--- src/rtl/vga_text_controller_pkg.sv ---
// Shared timing defaults, pipeline depth and pixel types for the VGA text path.
// Latency: n/a (declarations only).
// Backpressure: n/a; the display path is free-running at the pixel clock.
package vga_text_controller_pkg;

    // 640x480@60 with a 25.175 MHz pixel clock
    localparam int DEF_H_ACTIVE = 640;
    localparam int DEF_H_FP     = 16;
    localparam int DEF_H_SYNC   = 96;
    localparam int DEF_H_BP     = 48;
    localparam int DEF_V_ACTIVE = 480;
    localparam int DEF_V_FP     = 10;
    localparam int DEF_V_SYNC   = 2;
    localparam int DEF_V_BP     = 33;

    // Counter position to rgbOut, in pixel clocks
    localparam int PIPE_LAT = 5;

    typedef logic [2:0] color_t;

    // Per-pixel sideband carried alongside the memory lookups
    typedef struct packed {
        logic       active;
        logic       hs;
        logic       vs;
        logic       hit;
        logic [2:0] glyph_x;
        logic [3:0] glyph_row;
    } meta_t;

    function automatic color_t pixel_color(input logic   bit_on,
                                           input logic   swap,
                                           input color_t fg,
                                           input color_t bg);
        color_t fc;
        color_t bc;
        fc = swap ? bg : fg;
        bc = swap ? fg : bg;
        return bit_on ? fc : bc;
    endfunction

endpackage

--- src/rtl/vga_timing_gen.sv ---
// Raster counters, raw sync flags, display-active and frame origin pulse.
// Latency: outputs are combinational from the counter registers (position valid this cycle).
// Backpressure: none; counters free-run once reset is released.
module vga_timing_gen #(
    parameter int H_ACTIVE = 640,
    parameter int H_FP     = 16,
    parameter int H_SYNC   = 96,
    parameter int H_BP     = 48,
    parameter int V_ACTIVE = 480,
    parameter int V_FP     = 10,
    parameter int V_SYNC   = 2,
    parameter int V_BP     = 33,
    localparam int H_TOTAL = H_ACTIVE + H_FP + H_SYNC + H_BP,
    localparam int V_TOTAL = V_ACTIVE + V_FP + V_SYNC + V_BP,
    localparam int HW      = $clog2(H_TOTAL),
    localparam int VW      = $clog2(V_TOTAL)
)(
    input  logic          vga_clk,
    input  logic          rst,
    output logic [HW-1:0] hcnt,
    output logic [VW-1:0] vcnt,
    output logic          hsync_act,
    output logic          vsync_act,
    output logic          active,
    output logic          frame_start,
    output logic          line_end
);

    // Low for the first post-reset cycle so that edge presents the origin instead of skipping it
    logic started;

    always_ff @(posedge vga_clk) begin
        if (rst) begin
            hcnt    <= '0;
            vcnt    <= '0;
            started <= 1'b0;
        end else if (!started) begin
            started <= 1'b1;
        end else if (hcnt == HW'(H_TOTAL - 1)) begin
            hcnt <= '0;
            vcnt <= (vcnt == VW'(V_TOTAL - 1)) ? '0 : vcnt + VW'(1);
        end else begin
            hcnt <= hcnt + HW'(1);
        end
    end

    assign line_end    = started && (hcnt == HW'(H_TOTAL - 1));
    assign frame_start = started && (hcnt == '0) && (vcnt == '0);
    assign active      = started && (hcnt < HW'(H_ACTIVE)) && (vcnt < VW'(V_ACTIVE));
    assign hsync_act   = (hcnt >= HW'(H_ACTIVE + H_FP)) &&
                         (hcnt <= HW'(H_ACTIVE + H_FP + H_SYNC - 1));
    assign vsync_act   = (vcnt >= VW'(V_ACTIVE + V_FP)) &&
                         (vcnt <= VW'(V_ACTIVE + V_FP + V_SYNC - 1));

endmodule

--- src/rtl/vga_text_controller.sv ---
// Text-mode VGA: character RAM and font ROM lookups to an 8xGLYPH_H cell raster with blinking cursor.
// Latency: 5 pixel clocks from counter position to rgbOut/vga_hsync/vga_vsync.
// Backpressure: none; external RAM/ROM must answer one cycle after each address.
module vga_text_controller
    import vga_text_controller_pkg::*;
#(
    parameter int H_ACTIVE   = DEF_H_ACTIVE,
    parameter int H_FP       = DEF_H_FP,
    parameter int H_SYNC     = DEF_H_SYNC,
    parameter int H_BP       = DEF_H_BP,
    parameter int V_ACTIVE   = DEF_V_ACTIVE,
    parameter int V_FP       = DEF_V_FP,
    parameter int V_SYNC     = DEF_V_SYNC,
    parameter int V_BP       = DEF_V_BP,
    parameter int HSYNC_POL  = 0,
    parameter int VSYNC_POL  = 0,
    parameter int GLYPH_H    = 16,
    parameter int BLINK_LOG2 = 5,
    localparam int COLS = H_ACTIVE / 8,
    localparam int ROWS = V_ACTIVE / GLYPH_H,
    localparam int CA_W = $clog2(COLS * ROWS),
    localparam int GR_W = $clog2(GLYPH_H),
    localparam int FA_W = 8 + GR_W
)(
    input  logic            vga_clk,
    input  logic            rst,
    output logic [CA_W-1:0] char_addr,
    input  logic [7:0]      char_data,
    output logic [FA_W-1:0] font_addr,
    input  logic [7:0]      font_data,
    input  logic [2:0]      fg_color,
    input  logic [2:0]      bg_color,
    input  logic            cursor_en,
    input  logic [6:0]      cursor_col,
    input  logic [5:0]      cursor_row,
    output logic            vga_hsync,
    output logic            vga_vsync,
    output logic [2:0]      rgbOut,
    output logic            frame_start
);

    localparam int H_TOTAL     = H_ACTIVE + H_FP + H_SYNC + H_BP;
    localparam int V_TOTAL     = V_ACTIVE + V_FP + V_SYNC + V_BP;
    localparam int HW          = $clog2(H_TOTAL);
    localparam int VW          = $clog2(V_TOTAL);
    localparam int META_STAGES = PIPE_LAT - 1;
    localparam int FONT_STAGE  = 1;
    localparam int PIX_STAGE   = META_STAGES - 1;
    localparam logic HS_ON     = 1'(HSYNC_POL);
    localparam logic VS_ON     = 1'(VSYNC_POL);

    logic [HW-1:0] hcnt;
    logic [VW-1:0] vcnt;
    logic          hs_act;
    logic          vs_act;
    logic          disp_act;
    logic          line_end;

    vga_timing_gen #(
        .H_ACTIVE (H_ACTIVE),
        .H_FP     (H_FP),
        .H_SYNC   (H_SYNC),
        .H_BP     (H_BP),
        .V_ACTIVE (V_ACTIVE),
        .V_FP     (V_FP),
        .V_SYNC   (V_SYNC),
        .V_BP     (V_BP)
    ) u_timing (
        .vga_clk     (vga_clk),
        .rst         (rst),
        .hcnt        (hcnt),
        .vcnt        (vcnt),
        .hsync_act   (hs_act),
        .vsync_act   (vs_act),
        .active      (disp_act),
        .frame_start (frame_start),
        .line_end    (line_end)
    );

    // Frame-latched presentation state: nothing changes mid-frame
    color_t              fg_q;
    color_t              bg_q;
    logic                cur_en_q;
    logic [6:0]          cur_col_q;
    logic [5:0]          cur_row_q;
    logic                blink_q;
    logic [BLINK_LOG2:0] frame_cnt;

    always_ff @(posedge vga_clk) begin
        if (rst) begin
            fg_q      <= '0;
            bg_q      <= '0;
            cur_en_q  <= 1'b0;
            cur_col_q <= '0;
            cur_row_q <= '0;
            blink_q   <= 1'b0;
            frame_cnt <= '0;
        end else if (frame_start) begin
            fg_q      <= fg_color;
            bg_q      <= bg_color;
            cur_en_q  <= cursor_en;
            cur_col_q <= cursor_col;
            cur_row_q <= cursor_row;
            blink_q   <= frame_cnt[BLINK_LOG2];
            frame_cnt <= frame_cnt + 1'b1;
        end
    end

    // The origin cell is evaluated in the same cycle the latch loads, so bypass it there
    logic       cur_en_e;
    logic [6:0] cur_col_e;
    logic [5:0] cur_row_e;
    logic       blink_e;
    logic       cursor_hit;

    always_comb begin
        cur_en_e  = cur_en_q;
        cur_col_e = cur_col_q;
        cur_row_e = cur_row_q;
        blink_e   = blink_q;
        if (frame_start) begin
            cur_en_e  = cursor_en;
            cur_col_e = cursor_col;
            cur_row_e = cursor_row;
            blink_e   = frame_cnt[BLINK_LOG2];
        end
    end

    assign cursor_hit = cur_en_e && blink_e &&
                        (32'(cur_col_e) == 32'(hcnt >> 3)) &&
                        (32'(cur_row_e) == 32'(vcnt >> GR_W));

    // Start address of the current text row, stepped by COLS at each glyph-row boundary
    logic [CA_W-1:0] row_base;

    always_ff @(posedge vga_clk) begin
        if (rst) begin
            row_base <= '0;
        end else if (line_end) begin
            if (vcnt == VW'(V_TOTAL - 1)) begin
                row_base <= '0;
            end else if ((vcnt[GR_W-1:0] == GR_W'(GLYPH_H - 1)) &&
                         (vcnt < VW'(V_ACTIVE - 1))) begin
                row_base <= row_base + CA_W'(COLS);
            end
        end
    end

    meta_t s0;

    always_comb begin
        s0           = '0;
        s0.active    = disp_act;
        s0.hs        = hs_act;
        s0.vs        = vs_act;
        s0.hit       = cursor_hit;
        s0.glyph_x   = hcnt[2:0];
        s0.glyph_row = 4'(vcnt[GR_W-1:0]);
    end

    meta_t pipe [META_STAGES];
    logic  pix_bit;

    assign pix_bit = font_data[3'd7 - pipe[PIX_STAGE].glyph_x];

    always_ff @(posedge vga_clk) begin
        if (rst) begin
            for (int i = 0; i < META_STAGES; i++) begin
                pipe[i] <= '0;
            end
            char_addr <= '0;
            font_addr <= '0;
            rgbOut    <= '0;
            vga_hsync <= ~HS_ON;
            vga_vsync <= ~VS_ON;
        end else begin
            pipe[0] <= s0;
            for (int i = 1; i < META_STAGES; i++) begin
                pipe[i] <= pipe[i-1];
            end
            if (disp_act) begin
                char_addr <= row_base + CA_W'(hcnt >> 3);
            end
            if (pipe[FONT_STAGE].active) begin
                font_addr <= {char_data, pipe[FONT_STAGE].glyph_row[GR_W-1:0]};
            end
            rgbOut    <= pipe[PIX_STAGE].active ?
                         pixel_color(pix_bit, pipe[PIX_STAGE].hit, fg_q, bg_q) : '0;
            vga_hsync <= pipe[PIX_STAGE].hs ? HS_ON : ~HS_ON;
            vga_vsync <= pipe[PIX_STAGE].vs ? VS_ON : ~VS_ON;
        end
    end

endmodule
--- config.mk ---
export PLATFORM = sky130hd
export DESIGN_NAME = vga_text_controller
export DESIGN_NICKNAME = d
export VERILOG_FILES = /design/src/rtl/vga_text_controller_pkg.sv /design/src/rtl/vga_timing_gen.sv /design/src/rtl/vga_text_controller.sv
export SDC_FILE = /design/constraint.sdc
export NUM_CORES = 1
export LEC_CHECK = 0
export ABC_AREA = 0
export CORE_MARGIN = 2
export CORE_UTILIZATION = 34
export CTS_CLUSTER_SIZE = 14
export DETAILED_ROUTE_END_ITERATION = 16
export PLACE_DENSITY = 0.6
export RECOVER_POWER = 50
export REMOVE_ABC_BUFFERS = 1
export SLEW_MARGIN = 30
export SYNTH_ARGS = -nofsm -noshare
export SYNTH_HDL_FRONTEND = slang
export SYNTH_SLANG_ARGS = --single-unit
--- constraint.sdc ---
create_clock -name vga_clk -period 3.05 [get_ports vga_clk]
set_clock_uncertainty 0.15 [all_clocks]
set_input_delay 0.305 -clock vga_clk [delete_from_list [all_inputs] [get_ports vga_clk]]
set_output_delay 0.305 -clock vga_clk [all_outputs]
set_load 0.005 [all_outputs]
==> key figures <==
Run status
  • Status: finished, violations left
  • Failing checks: max-capacitance violations, max-slew violations

Clocking
  • CTS tree: done
  • Clock sink count: 121
  • Clock Root Buffer: clkbuf_16
  • Clock-pin slew on the worst setup and hold paths: 0.05 ns
  • TritonCTS Buffers: 17
  • Skew-Pair Late Insertion Delay: 0.41 ns
  • Post-CTS setup buffers: 0
  • H-tree depth: 4
  • Clock tree buffer depth: 2

Timing
  • Hold Slack: 0.191 ns
  • Final setup violation count: 0
  • Hold Vio Cnt, Final: 0
  • Worst slew pin tran: 1.87 ns
  • Slew margin rel.: -0.247
  • Fin crit share: 0.936
  • Max Fclk: 0.350 GHz
  • Tmin final: 2.86 ns
  • Pins Over Slew Limit: 92
  • Final setup TNS: 0 ns
  • RSZ-0062 raised after global routing: no

Yosys
  • Synth top area share: 0.490
  • Post-synth ARST share: 0
  • Register area share after synthesis: 0.490
  • Unique masters post-synth: 43
  • Commonest cells in the synthesized netlist: dfxtp_1, nand2_1, nor2_1
  • Top-count cell post-synth: dfxtp_1
  • Dominant cells by area after synthesis: dfxtp_1, nand2_1, nor2_1
  • Ys Warns: 0
  • FF+latch count, synth: 121
  • Syn_area_per_cell: 9.17 sq um
  • Synth Flop Type: dfxtp_1
  • Post-synthesis cell count: 539
  • Syn Std Cell Area: 4940 sq um
  • Area leader, netlist: dfxtp_1
  • EDFF count, synth: 0

Route
  • Vias per inst: 4.69
  • Vias: 3,751
  • Residual antenna-violating net count after detailed routing: 0
  • DRC violations left: 0
  • WL final: 10,900 microns
  • Drt first pass iters: 4
  • Routed WL per cell: 13.7 microns
  • Detailed Route Iter0 Violations: 231

Run
  • Max-cap viol count: 1

Worst setup path
  • R2R Setup Slk: 0.29 ns
  • Reg2reg end: pipe[0][7]
  • Worst-path maximum fanout: 5
  • Worst endpoint required time: 2.59 ns
  • Arrival @ worst endpoint: 2.40 ns
  • Kind of critical path: register to output port
  • Critical path endpoint category: output port
  • CP startpoint: u_timing.vcnt[1]
  • Setup crit start kind: register
  • RR Startpoint: u_timing.vcnt[1]
  • R2R depth: 9

Worst hold path
  • Hold-critical path endpoint: vga_vsync
  • Hold path startpoint: rst
  • HP Class: input port to register
  • Hold path cells: 3

Pwr
  • Tot Pwr: 3900 uW
  • PD cells: 622 nW/um^2
  • Worst VDD drop: 0.344 mV
  • Pleak: 0.00245 uW

Floorplan
  • Die Area: 15,500 sq um
  • I/O pin total: 68
  • Chip Height: 125 microns
  • Initial Util: 0.344
  • Die width: 125 microns
  • Row count: 44
  • Area of the core: 14,400 sq um

Finish
  • Fin nets: 650
  • Layout cells sized above 1: 0.0812
  • Synthesis-to-layout area growth: 27.1%
  • FILL cells: 1,384
  • ANT cells: 0

Place
  • Dpl hpwl: 7510 microns
  • Port bufs: 67
  • GPL Wtd Cong: 0.812

Global routing
  • Pin count of the biggest net entering global routing: 92
  • GRT Overall Usage: 0.147
  • Remaining Overflow, GRT: 0
  • Initial antenna violation count: 0
  • First-pass GRT wire length: 18,200 microns
  • Vias in the first global route: 3,695
-- critical path, cell delays in order, from the launching register on --
cell	delay (ns)
dfxtp_1	0.35
inv_1	0.11
ha_1	0.14
or4b_1	0.47
or2_2	0.34
nor3_1	0.28
dlygate4sd2_1	0.31
-- worst max path at each step --
| stage | end | slack [ns] | depth (start not counted) |
|---|---|---|---|
| after floorplan | pipe[0][7] | 0.003 | 8 |
| after global placement | pipe[0][7] | 0.33 | 9 |
| after detailed placement | pipe[0][7] | 0.27 | 9 |
| after CTS | frame_start | 0.17 | 6 |
| after global routing | pipe[0][7] | 0.02 | 9 |
| final | frame_start | 0.19 | 6 |
-- what timing repair did --
item,CTS,global route
hold endpoints to repair,0,0
gates resized for setup,1,0
setup endpoints to repair,1,0
hold buffers,0,0
-- routing by layer --
layer / part of all wire / track usage / up-vias / routed length [microns]
met5: 0 / 0 / - / 0
met4: 0.012 / 0.0529 / 0 / 136
met3: 0.055 / 0.0546 / 12 / 604
met2: 0.46 / 0.230 / 83 / 5070
met1: 0.47 / 0.185 / 1736 / 5120
li1: - / - / 1920 / -
-- layout make-up --
class	instances	area (sq um)	area share
clock buffers	18	439	0.0699
clock inverters	14	170	0.0271
inverters	10	37.5	0.00598
multi-input cells	376	2250	0.358
flip-flops and latches	121	2420	0.386
well taps	184	230	0.0367
repair buffers	77	732	0.117
-- placed cells by master, fill, tap and decap left out, types with 2 or more instances in the layout --
cell type | netlist | layout
a211oi_1 | 4 | 4
a21o_1 | 2 | 2
a21oi_1 | 38 | 38
a22oi_1 | 2 | 2
and3_1 | 8 | 8
buf_4 | 0 | 8
bufinv_16 | 0 | 3
clkbuf_1 | 17 | 2
clkbuf_16 | 0 | 17
clkdlybuf4s50_1 | 0 | 43
clkinv_2 | 0 | 4
clkinv_4 | 0 | 3
dfxtp_1 | 121 | 121
dlygate4sd3_1 | 0 | 22
ha_1 | 9 | 9
inv_1 | 10 | 10
inv_6 | 0 | 3
mux2i_1 | 20 | 20
mux4_2 | 2 | 2
nand2_1 | 77 | 77
nand2b_1 | 6 | 6
nand3_1 | 9 | 9
nand4_1 | 11 | 11
nor2_1 | 65 | 65
nor2b_1 | 30 | 30
nor3_1 | 8 | 8
nor4_1 | 6 | 6
o21a_1 | 2 | 2
o21ai_0 | 10 | 10
or2_2 | 2 | 2
or3_1 | 5 | 5
xnor2_1 | 21 | 21
xor2_1 | 25 | 25
-- registers in the layout, indices dropped and copies added (netlist names), 3 cells and up --
| register | count |
|---|---|
| pipe | 36 |
| char_addr | 12 |
| font_addr | 12 |
| u_timing.hcnt | 10 |
| u_timing.vcnt | 10 |
| row_base | 8 |
| cur_col_q | 7 |
| cur_row_q | 6 |
| frame_cnt | 6 |
| bg_q | 3 |
| fg_q | 3 |
| rgbOut | 3 |
-- stage by stage --
| stage | util | worst slack [ns] | cells | instance area [sq um] |
|---|---|---|---|---|
| floorplan | - | 0.00295 | 507 | 4710 |
| global placement | 0.395 | 0.327 | 768 | 5680 |
| detailed placement | 0.395 | 0.265 | 768 | 5680 |
| CTS | 0.438 | 0.174 | 800 | 6290 |
| global route | 0.437 | 0.0191 | 800 | 6280 |
| finish | 0.437 | 0.194 | 800 | 6280 |
-- where the power goes --
group | leakage [uW] | total, uW | internal, uW | switching, uW
registers | 0.000981 | 1640 | 1620 | 24.4
clock network | 0.000301 | 2040 | 1310 | 731
logic | 0.00117 | 219 | 108 | 111
total | 0.00245 | 3900 | 3040 | 867
-- logic make-up after synthesis --
group / share of synthesized area
fa+ha+maj: 0.0228
xor+xnor: 0.0815
buf+inv: 0.0547
flops: 0.490
simple gates: 0.226
mux: 0.0496
compound gates: 0.0752
(Power assumes the default switching activity.)
